File: src/rtl/frame_link_pkg.sv
`default_nettype none
// ------------------------------------------------------------------
// frame_link_pkg : link flag bytes, confirm codes, FSM encoding. Rev 1.0
// ------------------------------------------------------------------
package frame_link_pkg;

  localparam logic [7:0] FRAME_START = 8'h06;
  localparam logic [7:0] FRAME_END   = 8'h07;
  localparam logic [7:0] ESC_VAL     = 8'h14;
  localparam logic [7:0] ESC_XOR     = 8'h20;
  localparam logic [7:0] OKAY        = 8'h05;
  localparam logic [7:0] ERROR       = 8'h04;

  typedef enum logic [5:0] {
    ST_IDLE        = 6'b000001,
    ST_TX_FRAME    = 6'b000010,
    ST_TX_WAIT_ACK = 6'b000100,
    ST_RX_FRAME    = 6'b001000,
    ST_RX_HOLD     = 6'b010000,
    ST_TX_CONF     = 6'b100000
  } state_e;

  function automatic logic needs_esc(input logic [7:0] b);
    return (b == FRAME_START) || (b == FRAME_END) || (b == ESC_VAL);
  endfunction

endpackage
`default_nettype wire

File: src/rtl/frame_link_ctrl_stuffer.sv
`default_nettype none
// ------------------------------------------------------------------
// frame_stuffer : emits START, byte-stuffed frame, END; one byte per tx_ready. Rev 1.0
// ------------------------------------------------------------------
module frame_stuffer
  import frame_link_pkg::*;
#(
  parameter int FRAME_BYTES = 75,
  parameter int CNT_W       = $clog2(FRAME_BYTES + 2)
) (
  input  logic                     clk,
  input  logic                     rst,
  input  logic [8*FRAME_BYTES-1:0] frame_i,
  input  logic                     start_i,
  input  logic                     tx_ready_i,
  output logic [7:0]               tx_byte_o,
  output logic                     tx_valid_o,
  output logic                     done_o
);

  // pos 0 is the START flag, 1..FRAME_BYTES the payload, FRAME_BYTES+1 the END flag
  localparam logic [CNT_W-1:0] END_POS = CNT_W'(FRAME_BYTES + 1);

  logic                     active_q;
  logic                     esc_q;
  logic                     tx_valid_q;
  logic                     done_q;
  logic [CNT_W-1:0]         pos_q;
  logic [7:0]               tx_byte_q;
  logic [8*FRAME_BYTES-1:0] shift_q;
  logic [7:0]               w_cur;

  assign w_cur      = shift_q[8*FRAME_BYTES-1 -: 8];
  assign tx_byte_o  = tx_byte_q;
  assign tx_valid_o = tx_valid_q;
  assign done_o     = done_q;

  always_ff @(posedge clk) begin
    if (rst) begin
      active_q   <= 1'b0;
      esc_q      <= 1'b0;
      tx_valid_q <= 1'b0;
      done_q     <= 1'b0;
      pos_q      <= '0;
      tx_byte_q  <= '0;
      shift_q    <= '0;
    end else begin
      tx_valid_q <= 1'b0;
      done_q     <= 1'b0;
      if (start_i) begin
        active_q <= 1'b1;
        esc_q    <= 1'b0;
        pos_q    <= '0;
        shift_q  <= frame_i;
      end else if (active_q && tx_ready_i) begin
        tx_valid_q <= 1'b1;
        if (pos_q == '0) begin
          tx_byte_q <= FRAME_START;
          pos_q     <= pos_q + CNT_W'(1);
        end else if (pos_q == END_POS) begin
          tx_byte_q <= FRAME_END;
          active_q  <= 1'b0;
          done_q    <= 1'b1;
        end else if (esc_q) begin
          tx_byte_q <= w_cur ^ ESC_XOR;
          esc_q     <= 1'b0;
          pos_q     <= pos_q + CNT_W'(1);
          shift_q   <= shift_q << 8;
        end else if (needs_esc(w_cur)) begin
          // payload byte stays at the head of the shifter until its escaped half goes out
          tx_byte_q <= ESC_VAL;
          esc_q     <= 1'b1;
        end else begin
          tx_byte_q <= w_cur;
          pos_q     <= pos_q + CNT_W'(1);
          shift_q   <= shift_q << 8;
        end
      end
    end
  end

endmodule
`default_nettype wire

File: src/rtl/frame_link_ctrl.sv
`default_nettype none
// ------------------------------------------------------------------
// frame_link_ctrl : byte-stuffed frame link with ACK/retry TX and length-checked RX. Rev 1.0
// ------------------------------------------------------------------
module frame_link_ctrl
  import frame_link_pkg::*;
#(
  parameter int FRAME_BYTES = 75,
  parameter int TIMEOUT_CYC = 1000000,
  parameter int MAX_RETRY   = 3,
  parameter int CNT_W       = $clog2(FRAME_BYTES + 2)
) (
  input  logic                     clk,
  input  logic                     rst,
  input  logic [7:0]               rx_byte_i,
  input  logic                     rx_valid_i,
  output logic [7:0]               tx_byte_o,
  output logic                     tx_valid_o,
  input  logic                     tx_ready_i,
  input  logic [8*FRAME_BYTES-1:0] fin_i,
  input  logic                     fin_valid_i,
  output logic                     fin_ready_o,
  output logic [8*FRAME_BYTES-1:0] fout_o,
  output logic                     fout_valid_o,
  input  logic                     confirm_i,
  input  logic [7:0]               conf_code_i,
  input  logic                     semafor_in_i,
  output logic                     semafor_out_o,
  output logic [7:0]               ack_code_o,
  output logic                     ack_valid_o,
  output logic                     link_err_o
);

  localparam int               FW       = 8 * FRAME_BYTES;
  localparam int               TMR_W    = $clog2(TIMEOUT_CYC + 1);
  localparam int               RTY_W    = $clog2(MAX_RETRY + 2);
  localparam logic [TMR_W-1:0] TMR_LAST = TMR_W'(TIMEOUT_CYC - 1);
  localparam logic [RTY_W-1:0] RTY_MAX  = RTY_W'(MAX_RETRY);
  localparam logic [CNT_W-1:0] CNT_FULL = CNT_W'(FRAME_BYTES);

  state_e           state_q;
  logic             fin_ready_q;
  logic [FW-1:0]    frame_q;
  logic [TMR_W-1:0] timer_q;
  logic [RTY_W-1:0] retry_q;
  logic [CNT_W-1:0] rx_cnt_q;
  logic             rx_esc_q;
  logic [FW-1:0]    fout_q;
  logic             fout_valid_q;
  logic             semafor_q;
  logic [7:0]       ack_code_q;
  logic             ack_valid_q;
  logic             link_err_q;
  logic [7:0]       conf_byte_q;
  logic             conf_valid_q;

  logic             w_fin_acc;
  logic             w_ack_fail;
  logic             w_retx;
  logic             w_stuff_start;
  logic [FW-1:0]    w_stuff_frame;
  logic [7:0]       w_stuff_byte;
  logic             w_stuff_valid;
  logic             w_stuff_done;
  logic [7:0]       w_rx_data;

  assign w_fin_acc  = (state_q == ST_IDLE) && fin_valid_i && fin_ready_q;
  assign w_ack_fail = (state_q == ST_TX_WAIT_ACK) &&
                      ((rx_valid_i && (rx_byte_i != OKAY)) || (timer_q == TMR_LAST));
  assign w_retx     = w_ack_fail && (retry_q < RTY_MAX);

  // the first send is fed straight from fin so the stuffer starts on the accept edge
  assign w_stuff_start = w_fin_acc || w_retx;
  assign w_stuff_frame = w_fin_acc ? fin_i : frame_q;
  assign w_rx_data     = rx_esc_q ? (rx_byte_i ^ ESC_XOR) : rx_byte_i;

  frame_stuffer #(
    .FRAME_BYTES (FRAME_BYTES),
    .CNT_W       (CNT_W)
  ) u_stuffer (
    .clk        (clk),
    .rst        (rst),
    .frame_i    (w_stuff_frame),
    .start_i    (w_stuff_start),
    .tx_ready_i (tx_ready_i),
    .tx_byte_o  (w_stuff_byte),
    .tx_valid_o (w_stuff_valid),
    .done_o     (w_stuff_done)
  );

  assign tx_byte_o     = conf_valid_q ? conf_byte_q : w_stuff_byte;
  assign tx_valid_o    = conf_valid_q | w_stuff_valid;
  assign fin_ready_o   = fin_ready_q;
  assign fout_o        = fout_q;
  assign fout_valid_o  = fout_valid_q;
  assign semafor_out_o = semafor_q;
  assign ack_code_o    = ack_code_q;
  assign ack_valid_o   = ack_valid_q;
  assign link_err_o    = link_err_q;

  always_ff @(posedge clk) begin
    if (rst) begin
      state_q      <= ST_IDLE;
      fin_ready_q  <= 1'b0;
      frame_q      <= '0;
      timer_q      <= '0;
      retry_q      <= '0;
      rx_cnt_q     <= '0;
      rx_esc_q     <= 1'b0;
      fout_q       <= '0;
      fout_valid_q <= 1'b0;
      semafor_q    <= 1'b0;
      ack_code_q   <= '0;
      ack_valid_q  <= 1'b0;
      link_err_q   <= 1'b0;
      conf_byte_q  <= '0;
      conf_valid_q <= 1'b0;
    end else begin
      ack_valid_q  <= 1'b0;
      link_err_q   <= 1'b0;
      conf_valid_q <= 1'b0;
      case (state_q)
        ST_IDLE: begin
          fin_ready_q <= 1'b1;
          if (w_fin_acc) begin
            frame_q     <= fin_i;
            retry_q     <= '0;
            fin_ready_q <= 1'b0;
            state_q     <= ST_TX_FRAME;
          end else if (rx_valid_i && (rx_byte_i == FRAME_START) && !semafor_in_i) begin
            rx_cnt_q    <= '0;
            rx_esc_q    <= 1'b0;
            semafor_q   <= 1'b1;
            fin_ready_q <= 1'b0;
            state_q     <= ST_RX_FRAME;
          end
        end

        ST_TX_FRAME: begin
          if (w_stuff_done) begin
            timer_q <= '0;
            state_q <= ST_TX_WAIT_ACK;
          end
        end

        ST_TX_WAIT_ACK: begin
          timer_q <= timer_q + TMR_W'(1);
          if (rx_valid_i) begin
            ack_code_q  <= rx_byte_i;
            ack_valid_q <= 1'b1;
          end
          if (rx_valid_i && (rx_byte_i == OKAY)) begin
            fin_ready_q <= 1'b1;
            state_q     <= ST_IDLE;
          end else if (w_retx) begin
            retry_q <= retry_q + RTY_W'(1);
            state_q <= ST_TX_FRAME;
          end else if (w_ack_fail) begin
            link_err_q  <= 1'b1;
            fin_ready_q <= 1'b1;
            state_q     <= ST_IDLE;
          end
        end

        ST_RX_FRAME: begin
          if (rx_valid_i) begin
            if (rx_esc_q || !needs_esc(rx_byte_i)) begin
              rx_esc_q <= 1'b0;
              if (rx_cnt_q == CNT_FULL) begin
                link_err_q  <= 1'b1;
                conf_byte_q <= ERROR;
                state_q     <= ST_TX_CONF;
              end else begin
                for (int k = 0; k < FRAME_BYTES; k++) begin
                  if (rx_cnt_q == CNT_W'(k)) fout_q[FW-1-8*k -: 8] <= w_rx_data;
                end
                rx_cnt_q <= rx_cnt_q + CNT_W'(1);
              end
            end else if (rx_byte_i == ESC_VAL) begin
              rx_esc_q <= 1'b1;
            end else if (rx_byte_i == FRAME_START) begin
              rx_cnt_q <= '0;
            end else if (rx_cnt_q == CNT_FULL) begin
              fout_valid_q <= 1'b1;
              state_q      <= ST_RX_HOLD;
            end else begin
              link_err_q  <= 1'b1;
              conf_byte_q <= ERROR;
              state_q     <= ST_TX_CONF;
            end
          end
        end

        ST_RX_HOLD: begin
          if (confirm_i) begin
            fout_valid_q <= 1'b0;
            conf_byte_q  <= conf_code_i;
            state_q      <= ST_TX_CONF;
          end
        end

        ST_TX_CONF: begin
          if (tx_ready_i) begin
            conf_valid_q <= 1'b1;
            semafor_q    <= 1'b0;
            fin_ready_q  <= 1'b1;
            state_q      <= ST_IDLE;
          end
        end

        default: begin
          fin_ready_q <= 1'b0;
          state_q     <= ST_IDLE;
        end
      endcase
    end
  end

endmodule
`default_nettype wire

File: config.mk
export PLATFORM = sky130hd
export DESIGN_NAME = frame_link_ctrl
export DESIGN_NICKNAME = d
export VERILOG_FILES = /design/src/rtl/frame_link_pkg.sv /design/src/rtl/frame_link_ctrl_stuffer.sv /design/src/rtl/frame_link_ctrl.sv
export SDC_FILE = /design/constraint.sdc
export NUM_CORES = 2
export LEC_CHECK = 0
export ABC_CLOCK_PERIOD_IN_PS = 7060
export BUFFER_PORTS_ARGS = -buffer_cell sky130_fd_sc_hd__buf_2
export CORE_AREA = 2 2 479 481
export DETAILED_ROUTE_END_ITERATION = 7
export DIE_AREA = 0 0 481 483
export GPL_TIMING_DRIVEN = 0
export HOLD_SLACK_MARGIN = 0.15
export SLEW_MARGIN = 20
export SYNTH_ARGS = -nofsm -noshare
export SYNTH_HDL_FRONTEND = slang
export SYNTH_SLANG_ARGS = --single-unit
File: constraint.sdc
create_clock -name clk -period 7.06 [get_ports clk]
set_input_delay 1.059 -clock clk [delete_from_list [all_inputs] [get_ports clk]]
set_output_delay 1.059 -clock clk [all_outputs]
set_load 0.05 [all_outputs]
==> results.cfg <==
[timing]
slew_violations = 0
tightestPinTransition_ns = 1.30
rsz0062_at_grt = no
post-route-period-util_pct = 58.0
fmax_ghz = 0.244
finalSetupViolations = 0
fin_ws_ns = 2.97
finalHoldViolCount = 0
min_period_ns = 4.09
maxSlewHeadroom_pct = 13.6
whs_ns = 0.447
setup_tns_ns = 0
fin_worst_skew_ns = 0.0684

[synth]
ys_seq_area_share_pct = 51.5
yosysTopAreaCell = dfxtp_1
synth_edf_count = 0
syn-cell-area_mm2 = 0.0730
ys.flop_type = dfxtp_1
synthArstFlopShare_pct = 0
ys_types = 77
synth_top_area_share_pct = 51.5
syn_nets = 9503
syn_inst = 8872
synth-seq-cells = 1878
synth.area.top_cells = dfxtp_1 51%, a21oi_1 14%, nand2_1 12%
avgSynthCellArea_um2 = 8.23
yosysWarnings = 0

[clocking]
cts_tree = built
path_clk_slew_ns = 0.06
cts_buffers = 203
root_buffer = clkbuf_16
postCtsSetupRepairBufs = 0
clk_latency_ns = 0.87
ctsLongestPathBuffers = 3
htreeDepth = 4
ctsHoldBuffers = 0
ctsResizeCount = 0
numClockSinks = 1878

[finish]
layout_common_cells = 2390 x nand2_1, 2111 x a21oi_1, 1878 x dfxtp_1
finalInstanceArea_mm2 = 0.0904
num-fill-cells = 23300
drive_gt1_share_pct = 22.1
layout_commonest_cell = nand2_1
flow.area_growth_from_synthesis_pct = 23.8
nets = 11000
final_core_util_pct = 39.9

[global_route]
gr-total-overflow = 0
grt_pass1_vias = 67000
grt_usage_pct = 27.9
grt_antenna_before_repair = 181
grt_pass1_wl_mm = 472
grt_max_degree = 17

[status]
outcome = finished, final reports clean

[hold_path]
holdCritStartpoint = u_stuffer.shift_q[196]
hold_path.class = reg2reg

[critical_path]
cp-startpoint = rx_valid_i
required_ns = 7.85
r2r_start = state_q[0]
criticalPathCategory = in2reg
reg2reg_slack_ns = 3.24
cp_max_fo = 10
critPathCaptureType = flop
cp-start-kind = input pin
critPathArrivalTime_ns = 4.88

[pwr]
p_leak_nw = 34.5
ir_worst_vdd_v = 0.000234
cellPowerDensity_mw_per_mm2 = 310

[route]
drtIter0Drc = 6849
routed_wirelength_mm = 344
drc = 0
wire_per_inst_um = 25.3
drt_pre_antenna_iters = 6
num_vias = 73400
ant_nets = 0
viasPerCell = 5.39

[die]
std_cell_rows = 175
die_w_um = 481
die_h_um = 483
die_area_mm2 = 0.232
core_mm2 = 0.227
initial_core_util_pct = 32.2
pin_count = 1245

[place]
dpl_cell_area_mm2 = 0.0831
io_buffer_count = 1241
hpwlAfterDp_mm = 273
gp_congestion = 0.981
dpl_worst_slack_ns = 2.15

[run]
max_cap_viol_count = 0
area by class of cell:
type	count	area [um2]	area share, %
diodes	114	285	0.316
plain buffers	772	3170	3.51
clock buffers	299	5970	6.60
clock inverters	71	1010	1.11
inverters	25	93.8	0.104
multi-input cells	6197	32200	35.7
flip-flops and latches	1878	37600	41.6
well taps	3009	3760	4.16
repair buffers	1244	6280	6.95
registers in the layout, indices dropped and copies added, names as in the netlist:
register              flops
fout_o                  600
frame_q                 600
u_stuffer.shift_q       600
timer_q                  20
ack_code_o                8
conf_byte_q               8
u_stuffer.tx_byte_o       8
rx_cnt_q                  7
u_stuffer.pos_q           7
state_q                   6
retry_q                   3
ack_valid_o               1
conf_valid_q              1
fin_ready_o               1
fout_valid_o              1
link_err_o                1
rx_esc_q                  1
semafor_out_o             1
u_stuffer.active_q        1
u_stuffer.done_o          1
u_stuffer.esc_q           1
u_stuffer.tx_valid_o      1
metal layers:
layer / GRT usage (%) / vias to the layer above / part of all wire (%) / wire (um)
li1: - / 33700 / - / -
met1: 38.0 / 35400 / 43 / 148000
met2: 40.0 / 3486 / 42 / 145000
met3: 7.48 / 729 / 9.8 / 33900
met4: 14.4 / 34 / 4.9 / 16800
met5: 0 / - / 0.059 / 202
power breakdown:
part	internal [W]	total (W)	leakage (nW)	switching (W)
combinational	0.00157	0.00456	15.9	0.00298
clock	0.00640	0.0111	3.39	0.00472
sequential	0.0117	0.0123	15.2	0.000586
worst max-delay path, cell delays in order:
cell and delay [ns]:
clkbuf_1 0.52, inv_1 0.41, a31oi_1 0.43, buf_2 0.41, nand4_4 0.27, buf_2 0.32
nor3_2 0.81, nand2_1 0.39, a21oi_1 0.23
per-stage QoR:
| step | power [W] | cells |
|---|---|---|
| final | 0.0280 | 13600 |
| after global routing | 0.0291 | 13600 |
| after CTS | 0.0281 | 13500 |
| after detailed placement | 0.0170 | 13100 |
| after global placement | 0.0169 | 13100 |
| after floorplan | 0.0153 | 8872 |
cells by family (layout without fill, tap and decap cells):
group                    after synthesis  count (layout)  synth area share (%)
multiplexers                         171             171                  2.36
buffers and inverters                797            2411                  4.41
other                                  0             114                     0
AO/OA/AOI/OAI                       2852            2852                  22.9
XOR/XNOR                              28              28                 0.336
flip-flops                          1878            1878                  51.5
AND/OR/NAND/NOR                     3138            3138                  18.4
adder cells (fa/ha/maj)                8               8                 0.137
synth_stat cells (73+ instances only):
master / count
nor2_1: 144
buf_2: 163
dfxtp_1: 1878
a2bb2oi_1: 73
nand2_1: 2391
clkbuf_1: 504
a31o_2: 436
buf_1: 100
a21oi_1: 2111
o21ai_0: 84
nand3b_1: 77
a31o_1: 74
mux2i_1: 163
nand3_1: 305
final timing paths:
check,cells past startpoint,to
setup / recovery,9,fout_o[535]
hold / removal,2,u_stuffer.shift_q[196]
hold reg to reg,2,u_stuffer.shift_q[196]
setup reg to reg,9,u_stuffer.shift_q[593]
Power figures use the tool's default switching activity.
